==> config.mk <==
export PLATFORM = sky130hd
export DESIGN_NAME = run_sequencer_flat
export DESIGN_NICKNAME = d
export VERILOG_FILES = /design/src/rtl/run_sequencer_if.sv /design/src/rtl/run_sequencer.sv /design/src/flat_wrapper.sv
export SDC_FILE = /design/constraint.sdc
export NUM_CORES = 1
export LEC_CHECK = 0
export CAP_MARGIN = 10
export CORE_MARGIN = 2
export CORE_UTILIZATION = 52
export CTS_CLUSTER_DIAMETER = 100
export DETAILED_ROUTE_END_ITERATION = 16
export GPL_ROUTABILITY_DRIVEN = 0
export PLACE_DENSITY = 0.81
export SLEW_MARGIN = 15
export SYNTH_ARGS = -nofsm -noshare
export SYNTH_HDL_FRONTEND = slang
export SYNTH_SLANG_ARGS = --single-unit
export TNS_END_PERCENT = 1
==> constraint.sdc <==
create_clock -name clk -period 2.72 [get_ports clk]
set_clock_uncertainty 0.1 [all_clocks]
set_input_delay 0.816 -clock clk [delete_from_list [all_inputs] [get_ports clk]]
set_output_delay 0.816 -clock clk [all_outputs]
set_load 0.01 [all_outputs]
==> src/rtl/run_sequencer_if.sv <==
// Run-control signal bundle between the top-level controller and run_sequencer.
// master drives start/entry_pc/inst; slave (the sequencer) drives the core controls and status.
interface run_sequencer_if #(
    parameter int PC_W   = 8,
    parameter int INST_W = 9,
    parameter int CNT_W  = 16
) ();
    logic              start;
    logic [PC_W-1:0]   entry_pc;
    logic [INST_W-1:0] inst;
    logic              core_rst;
    logic              core_en;
    logic              pc_load;
    logic [PC_W-1:0]   pc_load_val;
    logic              done;
    logic              timed_out;
    logic [CNT_W-1:0]  cycle_cnt;

    modport master (
        output start, entry_pc, inst,
        input  core_rst, core_en, pc_load, pc_load_val, done, timed_out, cycle_cnt
    );

    modport slave (
        input  start, entry_pc, inst,
        output core_rst, core_en, pc_load, pc_load_val, done, timed_out, cycle_cnt
    );
endinterface

==> src/rtl/run_sequencer.sv <==
// Run-control FSM for the mips_u core: holds it in reset, loads the entry PC,
// runs until the halt instruction or the watchdog fires, then reports done.
module run_sequencer #(
    parameter int                PC_W     = 8,
    parameter int                INST_W   = 9,
    parameter logic [INST_W-1:0] HALT_OP  = 9'h1FF,
    parameter int                INIT_CYC = 2,
    parameter int                TIMEOUT  = 4096,
    parameter int                CNT_W    = 16
) (
    input logic             clk,
    input logic             rst,
    run_sequencer_if.slave  bus
);
    localparam int               INIT_W       = $clog2(INIT_CYC + 1);
    localparam logic [INIT_W-1:0] INIT_LAST   = INIT_W'(INIT_CYC - 1);
    localparam logic [CNT_W-1:0]  TIMEOUT_LAST = CNT_W'(TIMEOUT - 1);

    typedef enum logic [2:0] {
        S_IDLE,
        S_INIT,
        S_LOAD,
        S_RUN,
        S_DONE
    } state_t;

    state_t            state;
    logic [INIT_W-1:0] init_cnt;
    logic              halt_hit;
    logic              limit_hit;
    logic [CNT_W-1:0]  cnt_next;

    assign halt_hit  = (bus.inst == HALT_OP);
    assign limit_hit = (bus.cycle_cnt == TIMEOUT_LAST);
    assign cnt_next  = (&bus.cycle_cnt) ? bus.cycle_cnt : bus.cycle_cnt + 1'b1;

    // NOTE: non-blocking assignments everywhere here, so every branch sees pre-edge values.
    always_ff @(posedge clk) begin
        if (!rst) begin
            state           <= S_IDLE;
            init_cnt        <= '0;
            bus.core_rst    <= 1'b1;
            bus.core_en     <= 1'b0;
            bus.pc_load     <= 1'b0;
            bus.pc_load_val <= PC_W'(0);
            bus.done        <= 1'b0;
            bus.timed_out   <= 1'b0;
            bus.cycle_cnt   <= '0;
        end else begin
            case (state)
                S_IDLE: begin
                    bus.core_rst <= 1'b1;
                    bus.core_en  <= 1'b0;
                    bus.pc_load  <= 1'b0;
                    bus.done     <= 1'b0;
                    if (bus.start) begin
                        state           <= S_INIT;
                        bus.pc_load_val <= bus.entry_pc;
                        bus.cycle_cnt   <= '0;
                        bus.timed_out   <= 1'b0;
                        init_cnt        <= INIT_LAST;
                    end
                end

                S_INIT: begin
                    if (init_cnt == '0) begin
                        state        <= S_LOAD;
                        bus.core_rst <= 1'b0;
                        bus.pc_load  <= 1'b1;
                    end else begin
                        init_cnt <= init_cnt - 1'b1;
                    end
                end

                S_LOAD: begin
                    state       <= S_RUN;
                    bus.pc_load <= 1'b0;
                    bus.core_en <= 1'b1;
                end

                S_RUN: begin
                    // The halting cycle is still counted; halt outranks the watchdog.
                    bus.cycle_cnt <= cnt_next;
                    if (halt_hit) begin
                        state       <= S_DONE;
                        bus.core_en <= 1'b0;
                        bus.done    <= 1'b1;
                    end else if (limit_hit) begin
                        state         <= S_DONE;
                        bus.core_en   <= 1'b0;
                        bus.done      <= 1'b1;
                        bus.timed_out <= 1'b1;
                    end
                end

                S_DONE: begin
                    // Core stays out of reset so its state can be inspected.
                    if (!bus.start) begin
                        state        <= S_IDLE;
                        bus.done     <= 1'b0;
                        bus.core_rst <= 1'b1;
                    end
                end

                default: state <= S_IDLE;
            endcase
        end
    end
endmodule

==> src/flat_wrapper.sv <==
// flat-port wrapper written by rule: the top's interface ports become plain ports
module run_sequencer_flat 
#(
    parameter int                PC_W     = 8,
    parameter int                INST_W   = 9,
    parameter logic [INST_W-1:0] HALT_OP  = 9'h1FF,
    parameter int                INIT_CYC = 2,
    parameter int                TIMEOUT  = 4096,
    parameter int                CNT_W    = 16
)
  (clk, rst, bus_start, bus_entry_pc, bus_inst, bus_core_rst, bus_core_en, bus_pc_load, bus_pc_load_val, bus_done, bus_timed_out, bus_cycle_cnt);
  run_sequencer_if #(.PC_W(PC_W), .INST_W(INST_W), .CNT_W(CNT_W)) bus_i ();
  input logic clk;
  input logic rst;
  input wire logic [$bits(bus_i.start)-1:0] bus_start;
  input wire logic [$bits(bus_i.entry_pc)-1:0] bus_entry_pc;
  input wire logic [$bits(bus_i.inst)-1:0] bus_inst;
  output wire logic [$bits(bus_i.core_rst)-1:0] bus_core_rst;
  output wire logic [$bits(bus_i.core_en)-1:0] bus_core_en;
  output wire logic [$bits(bus_i.pc_load)-1:0] bus_pc_load;
  output wire logic [$bits(bus_i.pc_load_val)-1:0] bus_pc_load_val;
  output wire logic [$bits(bus_i.done)-1:0] bus_done;
  output wire logic [$bits(bus_i.timed_out)-1:0] bus_timed_out;
  output wire logic [$bits(bus_i.cycle_cnt)-1:0] bus_cycle_cnt;
  assign bus_i.start = bus_start;
  assign bus_i.entry_pc = bus_entry_pc;
  assign bus_i.inst = bus_inst;
  assign bus_core_rst = bus_i.core_rst;
  assign bus_core_en = bus_i.core_en;
  assign bus_pc_load = bus_i.pc_load;
  assign bus_pc_load_val = bus_i.pc_load_val;
  assign bus_done = bus_i.done;
  assign bus_timed_out = bus_i.timed_out;
  assign bus_cycle_cnt = bus_i.cycle_cnt;
  run_sequencer #(.PC_W(PC_W), .INST_W(INST_W), .HALT_OP(HALT_OP), .INIT_CYC(INIT_CYC), .TIMEOUT(TIMEOUT), .CNT_W(CNT_W)) u_core (.clk(clk), .rst(rst), .bus(bus_i));
endmodule
# After elaboration in Yosys (flattened, before gate mapping)
# Cells that the tools add are included.
# W data, S select, Z words.
[classes]
n_addsub = 2
eq_ne = 14
mux = 27
reduce_logical = 19
[op_table]
columns = ["operator", "count"]
rows = [
  ["$mux W16", 2],
  ["$pmux W16 S2", 1],
  ["$add A16 B1 Y16 const B", 1],
  ["$eq A16 B12 Y1 const B", 1],
  ["$reduce_and A16 Y1", 1],
  ["$mux W3", 5],
  ["$pmux W3 S5", 1],
  ["$reduce_and A3 Y1", 4],
  ["$mux W1", 10],
  ["$ne A2 B2 Y1 const B", 5],
  ["$eq A9 B9 Y1 const B", 1],
  ["$pmux W1 S3", 3],
  ["$reduce_bool A3 Y1", 3],
  ["$reduce_and A4 Y1", 2],
  ["$eq A3 B2 Y1 const B", 2],
  ["$reduce_and A2 Y1", 3],
  ["$reduce_bool A2 Y1", 3],
  ["$mux W2", 2],
  ["$ne A2 B1 Y1 const B", 2],
  ["$pmux W1 S2", 2],
  ["$pmux W2 S2", 1],
  ["$eq A3 B1 Y1 const B", 1],
  ["$eq A3 B3 Y1 const B", 1],
  ["$logic_not A3 Y1", 1],
  ["other kinds (4)", 4],
]
[totals]
regBits = 34
in_bits = 20
output_inout_bits = 29

# Depth between registers and ports, before layout
# Gate-level depths: netlist of the first run.
[logic_depth]
word_depth = 4
mapped_depth = 7
depth_no_buf = 6

# Least setup slack after synthesis of the first run
# No wires, ideal clock.
[synth_timing]
kind = "input-to-reg"
startpoint = "input port bus_start"
endpoint = "register u_core.bus.cycle_cnt[3]"
setup_time_ns = 0.119
arrival_ns = 1.773
required_ns = 2.501
path_slack_ns = 0.729
path_stages = 4
n_path_buf = 1
path_cell_list = "or4b_1 clkbuf_1 a21bo_2 o221a_2"
[synth_between]
elab_chain_cells = 2
[synth_rtl]
columns = ["element", "line", "rtl"]
rows = [
  ["from (decl)", "flat_wrapper.sv:15", "input wire logic [$bits(bus_i.start)-1:0] bus_start;"],
  ["$ne A2 B2 Y1 (no line)", "-", ""],
  ["$reduce_and A3 Y1 (no line)", "-", ""],
  ["to (signal assigned)", "run_sequencer.sv:83", "bus.cycle_cnt <= cnt_next;"],
  ["to (decl)", "run_sequencer_if.sv:26", "output core_rst, core_en, pc_load, pc_load_val, done, timed_out, cycle_cnt"],
]
# Every way passes these cells.
# A chain may end at the register's enable or synchronous reset.

# Worst setup path in the final report of the first run
[layout_timing]
startpoint = "register u_core.bus.cycle_cnt[8]"
endpoint = "output port bus_cycle_cnt[8]"
[layout_lines]
columns = ["element", "line", "rtl"]
rows = [
  ["to (decl)", "flat_wrapper.sv:24", "output wire logic [$bits(bus_i.cycle_cnt)-1:0] bus_cycle_cnt;"],
]
# No word-level cell between the ends.

==> results of run 1 <==
==> cell usage after synthesis (all sizes together), types with 4 or more instances <==
cell type	instances
clkbuf	11
o21ai	10
nand3	11
buf	6
inv	5
a31oi	5
nand4	5
nand2	34
nor3	5
dfxtp	34
and3	9
a21oi	21
nor2	12
and4	4
==> per-stage QoR <==
| stage | hold WS [ps] | utilization (%) | cells | setup WS [ps] |
|---|---|---|---|---|
| after detailed placement | 342.7 | 70.00 | 312 | 129.8 |
| after CTS | 357.2 | 72.37 | 320 | 398.4 |
| after global routing | 367.0 | 72.37 | 320 | 354.5 |
| final | 357.7 | 72.37 | 320 | 399.9 |
| after global placement | 341.8 | 70.00 | 312 | 188.0 |
| after floorplan | 369.5 | - | 226 | 728.6 |
==> cells by family after synthesis <==
kind of cell / after synthesis / synth area share, %
simple gates: 102 / 30.68
compound gates: 60 / 21.91
xor+xnor: 2 / 0.9677
mux: 3 / 1.797
buf+inv: 23 / 5.667
fa+ha+maj: 2 / 1.382
flops: 34 / 37.59
==> path summary, 6_finish.rpt <==
| check | endpoint | slack, ps | cells after the start |
|---|---|---|---|
| min | u_core.bus.timed_out$_SDFFE_PN0P_ | 360 | 2 |
| max | bus_cycle_cnt[8] | 400 | 1 |
| min reg2reg | u_core.bus.timed_out$_SDFFE_PN0P_ | 360 | 2 |
| max reg2reg | u_core.bus.cycle_cnt[5]$_SDFFE_PN0P_ | 760 | 5 |
==> where the power goes <==
part	switching, mW	internal, mW
registers	0.0186	0.535
clock network	0.176	0.177
logic	0.188	0.172
==> registers in the layout, summed over array words and instances (netlist names) <==
signal and cells:
u_core.init_cnt 2, u_core.bus.pc_load 1, u_core.bus.cycle_cnt 16, u_core.bus.done 1, u_core.state 3, u_core.bus.core_rst 1, u_core.bus.timed_out 1, u_core.bus.core_en 1
u_core.bus.pc_load_val 8
==> worst reg2reg max path, cell delays in order, from the launching register on <==
cell                      delay [ps]
sky130_fd_sc_hd__dfxtp_1         360
sky130_fd_sc_hd__ha_1            270
sky130_fd_sc_hd__and3_1          280
sky130_fd_sc_hd__and4_4          270
sky130_fd_sc_hd__or4_1           480
sky130_fd_sc_hd__a21oi_1         140
==> per-layer routing <==
layer / wire length (µm) / track usage (%) / up-vias / share of wire [%]
met1: 1984 / 29.60 / 860 / 45
met5: 0 / 0 / - / 0
met3: 357 / 6.847 / 5 / 8.1
li1: - / - / 928 / -
met4: 41 / 8.889 / 0 / 0.93
met2: 2002 / 38.03 / 71 / 46
==> cell type report <==
type	count	share of cell area, %
inverters	6	0.9326
flip-flops and latches	34	28.19
well taps	46	2.383
repair buffers	57	22.69
clock buffers	8	3.264
multi-input cells	169	42.54
==> impl_summary.md, run 1 <==
Layout
In the layout the commonest cells are 48 x sky130_fd_sc_hd__clkdlybuf4s50_1, 34 x sky130_fd_sc_hd__nand2_1, 34 x sky130_fd_sc_hd__dfxtp_1, 21 x sky130_fd_sc_hd__a21oi_1. The final-stage net count is 295. The area growth from synthesis to layout is 33.38%.

The area used by sequential logic in the layout is 680.7 µm². The post-route standard cell area excluding fillers is ~2400 µm². The post-route netlist has between 9 and 10% of its cells at a drive strength greater than 1. The filler cells instantiated in the layout total 286. Leaving out fill and tap cells, the most frequent cell in the layout is sky130_fd_sc_hd__clkdlybuf4s50_1. The total area of multi-input combinational cells is 1027 µm². 0 antenna diodes ended up in the layout.

Setup path
Of all nets on the critical path, the largest fanout is 9. The startpoint of the most critical setup path is u_core.bus.cycle_cnt[8]$_SDFFE_PN0P_. Among cell families on the critical path, the largest total delay comes from buffers and inverters. The data required time of the worst path is about 1800 ps.

STA classifies the critical path startpoint as a register. The peak per-stage delay on the critical path is 590 ps. Together, buffers and inverters on the worst path number 1. Data arrives at the worst endpoint at 1400 ps. The worst setup path is of the reg2out kind.

The standard cell with the maximum stage delay on the critical path is sky130_fd_sc_hd__clkdlybuf4s50_1. The element type at the critical path end is a primary output. The signal on the critical path passes through clkdlybuf4s50_1.

The worst register-to-register path begins at u_core.bus.cycle_cnt[0]$_SDFFE_PN0P_.

Clock network
The number of CTS-inserted buffers is 5. CTS saw 34 sinks. Counting along the longest clock path gives a buffer depth of 2. The number of hold buffers added after CTS was 0. The tree is rooted in a sky130_fd_sc_hd__clkbuf_4. After clock tree synthesis, the repair step resized 0 gates. The TritonCTS clock tree is yes. The H-tree was split into 2 levels. The later pin in the worst-skew pair is clocked with a latency of 340 ps. Buffers added to address setup during post-CTS repair amount to 0. Clock-pin slew was measured on the worst setup and hold paths at 110 ps.

Placed design
Detailed placement ended at an HPWL of 3.178 mm. After detailed placement, the total cell area comes to 2336 µm². The port buffer count is 48.

Floorplan
For this configuration, the core starts out at a cell density of 54.26%. The area of the core is 3337 µm². The count of pins on the block boundary is 49. The floorplan die area is 3970 µm².

In this run the vertical extent of the chip is 63.01 µm. After floorplanning, the core was divided into 21 placement rows. The die outline width is around 63 µm.

STA
The final worst-path cycle share is 85.30%. After layout, the minimum clock period comes to around 2300 ps. The transition time of the tightest slew-check pin is 636.5 ps. Timing would allow up to approximately 430 MHz. Summed over all failing endpoints, the final setup total negative slack is 0 ps. The worst slew margin relative to its limit is 57.24%.

The max-slew violation count came to 0. The number of endpoints with negative hold slack in the final report is 0. Setup repair after global routing left no endpoint under its margin. The number of setup violations in the final report is 0.

Power
The leakage dissipation is 0.8998 nW. Power comes to about 1.3 mW. The worst voltage drop across the vdd grid is 0.0003598 V.

Power spread over the standard cell area amounts to 524.2 nW/µm².

Route
After detailed routing, the number of remaining DRC violations is 0. The detailed router finished its first iteration with 100 violations. Before antenna repair, the detailed router went through 4 iterations.

In the routed layout, each cell is associated on average with a via count of 5.825. The via count of the routed design is 1864. For this block, the routed nets add up to approximately 4.4 mm of wire. Dividing the detail-routed wire length by the instance count gives around 14 µm. The count of nets left with antenna violations once routing finished came out at 0.

Logic synthesis
The number of enable flip-flop cells after synthesis is 0. The netlist uses 54 different library cells. The number of nets in the synthesized netlist is 248. The most used flip-flop cell after synthesis is sky130_fd_sc_hd__dfxtp_1. Of all flip-flops after synthesis, the portion carrying an async set or reset was 0%.

After synthesis the netlist holds a flip-flop and latch count of 34. In this run the cell area of the synthesized design comes to between 1500 and 2000 µm². Of all cell types, the one taking the most synthesized area is sky130_fd_sc_hd__dfxtp_1. After technology mapping, the gate count stands at 226.

Each instance of the synthesized netlist takes up on average roughly 8.0 µm². Sequential elements use approximately 38% of the synthesized area. Ranked by total cell area, the synthesized netlist is headed by sky130_fd_sc_hd__dfxtp_1 38%, sky130_fd_sc_hd__nand2_1 7.0%, sky130_fd_sc_hd__a21oi_1 5.8%. In this run the biggest area consumer among cell types represents 37.60% of the synthesized area. Yosys printed 0 warnings.

Min path
The type of the most critical hold path is reg2reg. The startpoint identified for the worst hold timing path is u_core.bus.timed_out$_SDFFE_PN0P_.

Global route
The global routing usage summed across all routing layers is 23.55%. Summed over all layers, the global routing overflow is 0. The number of antenna violations at the first check in global routing is 0. The number of global-route vias before repair is 1702. The largest net degree at the start of global routing is 18.

The global-route wire length before repair is about 7.6 mm.

Run status
The run finished with clean final reports.

Flow run
The number of maximum-capacitance violations is 0.
Note: power is estimated with default switching activity, not from simulation.
==> inputs of run 2 (changes only) <==
--- a/config.mk
+++ b/config.mk
@@ -10,7 +10,6 @@
 export CORE_UTILIZATION = 52
 export CTS_CLUSTER_DIAMETER = 100
 export DETAILED_ROUTE_END_ITERATION = 16
-export GPL_ROUTABILITY_DRIVEN = 0
 export PLACE_DENSITY = 0.81
 export SLEW_MARGIN = 15
 export SYNTH_ARGS = -nofsm -noshare
==> results of run 2 <==
Same layout as run 1: the final DEF is identical, and so are final timing and power.
